===== config.mk =====
export PLATFORM = sky130hd
export DESIGN_NAME = pipe_ctrl
export DESIGN_NICKNAME = d
export VERILOG_FILES = /design/src/rtl/pipe_ctrl.sv
export SDC_FILE = /design/constraint.sdc
export NUM_CORES = 1
export LEC_CHECK = 0
export BUFFER_PORTS_ARGS = -buffer_cell sky130_fd_sc_hd__clkbuf_2
export CAP_MARGIN = 20
export CORE_AREA = 5 5 84 86
export DETAILED_ROUTE_END_ITERATION = 16
export DIE_AREA = 0 0 89 91
export PLACE_DENSITY = 0.78
export SLEW_MARGIN = 10
export SYNTH_ARGS = -nofsm -noshare
export SYNTH_HDL_FRONTEND = slang
export SYNTH_SLANG_ARGS = --single-unit

===== constraint.sdc =====
create_clock -name clk -period 1.13 [get_ports clk]
set_input_delay 0.113 -clock clk [delete_from_list [all_inputs] [get_ports clk]]
set_output_delay 0.113 -clock clk [all_outputs]
set_load 0.01 [all_outputs]

===== src/rtl/pipe_ctrl.sv =====
// pipe_ctrl -- hazard and flow control for a 5-stage in-order pipeline.
//
// Owns the per-stage valid flags (ID/EX/MEM/WB) and produces combinational
// stage-register load enables. It handles three events, in this priority:
//   mem_stall : MEM data access is outstanding; the whole pipe freezes.
//   redirect  : a taken branch/jump in EX; PC loads the target and the
//               ID instruction is flushed.
//   load_use  : the ID instruction needs a load result still in EX; ID and
//               PC hold for one cycle and a bubble goes into EX.
//
// Ports
//   clk, rst                 clock, synchronous active-high reset
//   if_inst_valid            fetch presents an instruction
//   id_rs1/id_rs2, id_uses_* ID source registers and their use flags
//   ex_rd/ex_wen/ex_is_load  EX destination, write enable, load flag
//   ex_redirect              EX instruction is a taken branch/jump
//   mem_req/mem_ready        MEM data access request / completion
//   *_ena                    stage register load enables
//   pc_redirect              PC selects the EX branch target
//   id/ex/mem/wb_valid       stage valid flags (wb_valid = commit)
//   perf_*                   64-bit performance counters
//
// Build option: define PIPE_CTRL_PERF_EN to include the performance
// counters. Without it the perf_* outputs are tied to zero.

module pipe_ctrl (
    input  logic        clk,
    input  logic        rst,
    input  logic        if_inst_valid,
    input  logic [4:0]  id_rs1,
    input  logic [4:0]  id_rs2,
    input  logic        id_uses_rs1,
    input  logic        id_uses_rs2,
    input  logic [4:0]  ex_rd,
    input  logic        ex_wen,
    input  logic        ex_is_load,
    input  logic        ex_redirect,
    input  logic        mem_req,
    input  logic        mem_ready,
    output logic        pc_ena,
    output logic        if_id_ena,
    output logic        id_ex_ena,
    output logic        ex_mem_ena,
    output logic        mem_wb_ena,
    output logic        pc_redirect,
    output logic        id_valid,
    output logic        ex_valid,
    output logic        mem_valid,
    output logic        wb_valid,
    output logic [63:0] perf_cycles,
    output logic [63:0] perf_instret,
    output logic [63:0] perf_stall
);

    logic r_id_valid;
    logic r_ex_valid;
    logic r_mem_valid;
    logic r_wb_valid;

    logic w_mem_stall;
    logic w_rs1_hit;
    logic w_rs2_hit;
    logic w_load_use;
    logic w_redirect;

    logic w_id_valid_nxt;
    logic w_ex_valid_nxt;
    logic w_mem_valid_nxt;
    logic w_wb_valid_nxt;

    // Hazard detection
    assign w_mem_stall = r_mem_valid & mem_req & ~mem_ready;
    assign w_rs1_hit   = id_uses_rs1 & (id_rs1 == ex_rd);
    assign w_rs2_hit   = id_uses_rs2 & (id_rs2 == ex_rd);
    // x0 is hard-wired zero, so a load targeting it never creates a hazard.
    assign w_load_use  = r_id_valid & r_ex_valid & ex_is_load & ex_wen &
                         (ex_rd != 5'd0) & (w_rs1_hit | w_rs2_hit);
    // A stalled MEM stage freezes EX, so the branch must wait for the stall
    // to clear before it can steer the PC.
    assign w_redirect  = r_ex_valid & ex_redirect & ~w_mem_stall;

    // Stage enables: forced low while in reset so nothing loads garbage.
    always_comb begin
        pc_ena      = 1'b0;
        if_id_ena   = 1'b0;
        id_ex_ena   = 1'b0;
        ex_mem_ena  = 1'b0;
        mem_wb_ena  = 1'b0;
        pc_redirect = 1'b0;
        if (!rst) begin
            id_ex_ena   = ~w_mem_stall;
            ex_mem_ena  = ~w_mem_stall;
            mem_wb_ena  = ~w_mem_stall;
            // Redirect overrides load_use: the hazarded ID instruction is
            // flushed anyway, so fetch may proceed to the target.
            if_id_ena   = ~w_mem_stall & (~w_load_use | w_redirect);
            pc_ena      = ~w_mem_stall & ((~w_load_use & if_inst_valid) | w_redirect);
            pc_redirect = w_redirect;
        end
    end

    // Valid-flag next state, priority mem_stall > redirect > load_use.
    always_comb begin
        w_wb_valid_nxt  = r_mem_valid & ~w_mem_stall;
        w_mem_valid_nxt = r_ex_valid;
        w_ex_valid_nxt  = r_id_valid & ~w_load_use & ~w_redirect;
        w_id_valid_nxt  = if_inst_valid;
        if (w_mem_stall) begin
            w_mem_valid_nxt = r_mem_valid;
            w_ex_valid_nxt  = r_ex_valid;
            w_id_valid_nxt  = r_id_valid;
        end else if (w_redirect) begin
            w_id_valid_nxt  = 1'b0;
        end else if (w_load_use) begin
            w_id_valid_nxt  = r_id_valid;
        end
    end

    always_ff @(posedge clk) begin
        if (rst) begin
            r_id_valid  <= 1'b0;
            r_ex_valid  <= 1'b0;
            r_mem_valid <= 1'b0;
            r_wb_valid  <= 1'b0;
        end else begin
            r_id_valid  <= w_id_valid_nxt;
            r_ex_valid  <= w_ex_valid_nxt;
            r_mem_valid <= w_mem_valid_nxt;
            r_wb_valid  <= w_wb_valid_nxt;
        end
    end

    assign id_valid  = r_id_valid;
    assign ex_valid  = r_ex_valid;
    assign mem_valid = r_mem_valid;
    assign wb_valid  = r_wb_valid;

`ifdef PIPE_CTRL_PERF_EN
    logic [63:0] r_perf_cycles;
    logic [63:0] r_perf_instret;
    logic [63:0] r_perf_stall;

    // Counters wrap naturally at 2^64.
    always_ff @(posedge clk) begin
        if (rst) begin
            r_perf_cycles  <= 64'd0;
            r_perf_instret <= 64'd0;
            r_perf_stall   <= 64'd0;
        end else begin
            r_perf_cycles <= r_perf_cycles + 64'd1;
            if (r_wb_valid)
                r_perf_instret <= r_perf_instret + 64'd1;
            if (w_mem_stall | w_load_use)
                r_perf_stall <= r_perf_stall + 64'd1;
        end
    end

    assign perf_cycles  = r_perf_cycles;
    assign perf_instret = r_perf_instret;
    assign perf_stall   = r_perf_stall;
`else
    assign perf_cycles  = 64'd0;
    assign perf_instret = 64'd0;
    assign perf_stall   = 64'd0;
`endif

endmodule


## After elaboration in Yosys (flattened, before gate mapping)

Cells that the tools add are included.

- Output and inout bits: 202
- Input bits: 25
- Bits in registers: 4

- Bitwise gates (word level): 24
- Eq/ne operators: 3
- Muxes and demuxes: 6
- Reduce and logical (&&, ||, !) cells: 2

Operators by type and width:

| operator | number |
|---|---|
| $and 1x1->1 | 17 |
| $eq 5x5->1 | 2 |
| $mux 1 | 6 |
| $reduce_bool 5->1 | 1 |
| $not 1->1 | 4 |
| $or 1x1->1 | 3 |
| $ne 2x1->1 const B | 1 |
| $reduce_and 2->1 | 1 |

## Longest topological paths before layout

- Word-level depth: 10
- Mapped depth: 6

## Least setup slack after synthesis

OpenSTA, ideal clock, no wires.

- Path type: register to output
- Start: register r_mem_valid (netlist: mem_valid)
- End: output pc_ena
- Cell stages (with the launch flop): 7
- Buffers on the path: 1
- Path slack: -302 ps
- Arrival: 1319 ps
- Path through: dfxtp_1 > and3b_1 > clkbuf_1 > or2_1 > inv_1 > nand2_1 > o22ai_1

- Word-level cells in the longest chain between the ends: 7

Ends and longest elaborated chain:

| item | line | source |
|---|---|---|
| start, declared | 57 | `logic r_mem_valid;` |
| start signal, assigned | 128 | `r_mem_valid <= w_mem_valid_nxt;` |
| $and 1x1->1 (*) (2 in a row) | 72 | `assign w_mem_stall = r_mem_valid & mem_req & ~mem_ready;` |
| $not 1->1 (*) | 80, 97 |  |
| $and 1x1->1 | 80 | `assign w_redirect = r_ex_valid & ex_redirect & ~w_mem_stall;` |
| $or 1x1->1 | 97 | `pc_ena = ~w_mem_stall & ((~w_load_use & if_inst_valid) \| w_redirect);` |
| $and 1x1->1 (*) | 97 |  |
| $mux 1 (*) | 90 | `if (!rst) begin` |
| end, declared | 40 | `output logic pc_ena,` |

Mark *: on every way between the ends. The rest lies on a longest branch, timed or not.

## Worst setup path in the final report

- Start: register r_mem_valid (netlist: mem_valid)
- End: output id_ex_ena

- Word-level cells in the longest chain between the ends: 4

Ends and longest elaborated chain:

| item | line | source |
|---|---|---|
| $and 1x1->1 (2 in a row) | 72 |  |
| $not 1->1 | 91 | `id_ex_ena = ~w_mem_stall;` |
| $mux 1 | 90 |  |
| end, declared | 42 | `output logic id_ex_ena,` |

No other way between the ends.

==> flow_summary.ini <==
[outcome]
status = finished, violations left
violations = negative setup slack

[worst_setup_path]
crit_slowest_cell = dfxtp_2
cp_max_fo = 5
cp-start-kind = register
arrival_ns = 1.33
crit_chain = and3b_2 > or2_4 > inv_4 > buf_4 > buf_2
endpoint_kind = output port
crit_type = register to output port
slowest_delay_ns = 0.30
required_ns = 1.02

[detailed_routing]
routedWlPerCell_microns = 10.5
route.detailed.drc = 0
antenna_left = 0
via_per_inst = 2.80
drt_wl_total_mm = 3.80
dr.first_iter.drc_count = 6
dr_total_vias = 1018
firstDrtPassIters = 4

[power]
power.density_nw_per_um2 = 666
p_leak_nw = 0.974
ir_drop_mv = 0.326

[clock_network]
cts_buffers = 3
cts_tree = yes
clk_latency_ns = 0.22
holdBufCountCts = 0
cts-root-buf = clkbuf_8
clk_pin_slew_ns = 0.03
clk_path_buf_depth = 2
htreeDepth = 1
cts_num_sinks = 4

[grt]
track_usage_pct = 7.88
grt_max_degree = 7
antenna_found_initial = 0
grt_overflow = 0
grt_pass1_vias = 961
grt_pass1_wl_mm = 4.82

[placed_design]
place_ws_ns = -0.270
placed_area_sq_um = 1390
gp_congestion = 0.704
port_buffers = 34
dp_hpwl_mm = 3.47

[logic_synthesis]
netlist_area_sq_um = 1800
ys_top_cells_by_area = buf_4, xnor2_1, dfxtp_1, nand2_1, nand4_1
ys_types = 23
synth_mux_area_share_pct = 0
syn_avg_cell_area_sq_um = 7.45
synth.top_cell.area_share_pct = 80.8
synth_compound_area_share_pct = 2.29
netlist_instances = 242
ys_warn_count = 0
synth_top_family_by_area = buffers and inverters
yosys.area_share.simple_pct = 6.74
synth-xor-area-share_pct = 4.86
synth-seq-area-share_pct = 4.44
synth-seq-cells = 4
yosysTopAreaCell = buf_4
synth-adder-area-share_pct = 0

[final_layout]
diodes = 0
postLayoutCellArea_sq_um = 1500
nets = 313
syn_to_final_growth_pct = -17.0
final_util_pct = 24.1
layout_commonest_cell = conb_1
final_cell_mix = conb_1, clkbuf_2, xnor2_1, buf_4
drive_gt1_share_pct = 20.3

[floorplan]
die_w_microns = 89
io_pins = 227
die_h_microns = 91
core_sq_um = 6200
rows = 29
initial_core_util_pct = 29.0
die_area_sq_um = 8100

[flow_run]
cap_viol_max_count = 0

[sta]
hold_violations = 0
fin_crit_sh_pct = 128
fmax_mhz = 694
setup_viol = 9
skew_ns = 0.00106
finalSetupTns_ns = -1.89
slew_violations = 0
rsz0062_at_grt = true
period_minus_slack_ns = 1.44
layout_setup_ws_ns = -0.312

[hold_path]
worstHoldPathType = primary input to register
==> synth_stat cells (all sizes together) <==
| master | n |
|---|---|
| buf | 194 |
| xnor2 | 10 |
| nand2 | 6 |
| dfxtp | 4 |
| nor2 | 4 |
| nand4 | 3 |
| a21oi | 2 |
| and2 | 2 |
| inv | 2 |
| nand3 | 2 |
| o22ai | 2 |
| a31oi | 1 |
| and3b | 1 |
| clkbuf | 1 |
| conb | 1 |
| nor3 | 1 |
| nor3b | 1 |
| nor4 | 1 |
| o21ai | 1 |
| o31ai | 1 |
| or2 | 1 |
| or4 | 1 |
==> stage by stage <==
step	cells	power, W	hold slack, ns
after floorplan	433	0.00102	0.178
after global placement	356	0.000654	0.352
after detailed placement	356	0.000655	0.353
after CTS	361	0.000973	0.124
after global routing	363	0.00109	0.145
final	363	0.000995	0.128
==> per-layer routing <==
layer  up-vias  GRT usage [%]  share of wire, %
li1        452              -                 -
met1       436           6.03                24
met2       126           16.5                55
met3         4           4.07                20
met4         0           1.49              0.66
met5         -              0                 0
==> power by group <==
part	switching (W)	total, W	internal, W
registers	0.00000508	0.000158	0.000153
logic	0.000414	0.000532	0.000118
clock network	0.0000779	0.000305	0.000227
==> logic make-up (layout without fill, tap and decap cells) <==
kind of cell,after synthesis,count (layout)
buffers and inverters,197,50
and+or+nand+nor,23,23
xor gates and xnor gates,10,10
AOI/OAI and AO/OA,7,7
DFF,4,4
other,1,192
==> final timing paths <==
check | depth (start not counted) | slack [ns] | startpoint | endpoint
hold reg to reg | 2 | 0.57 | mem_valid$_SDFFE_PP0N_ | wb_valid$_SDFF_PP0_
setup / recovery | 5 | -0.31 | mem_valid$_SDFFE_PP0N_ | id_ex_ena
setup reg to reg | 5 | -0.16 | ex_valid$_SDFFE_PP0N_ | id_valid$_SDFFE_PP0P_
hold / removal | 2 | 0.13 | rst | mem_valid$_SDFFE_PP0N_
==> cell type report <==
| cell class | instances | area (sq um) |
|---|---|---|
| tap | 77 | 96.3 |
| inverter | 2 | 10.0 |
| sequential | 4 | 81.3 |
| timing repair buffer | 45 | 269 |
| clock buffer | 3 | 41.3 |
| fill | 705 | 4710 |
| multi-input combinational | 232 | 997 |
==> flip-flops by register name, indices dropped and copies added, names as in the netlist <==
signal     count
mem_valid      1
ex_valid       1
id_valid       1
wb_valid       1
==> worst max-delay path: cells and delay by family, from the launching register on <==
family / cells / cell delay [ns]
AND/OR/NAND/NOR: 2 / 0.48
flip-flops: 1 / 0.30
buffers and inverters: 3 / 0.32
==> what timing repair did <==
item                                    4_1_cts  5_1_grt
endpoints found under the setup margin        9        9
pin swaps                                     5        0
setup buffers                                 2        2
gates resized for setup                       6        9
Power figures use the tool's default switching activity.
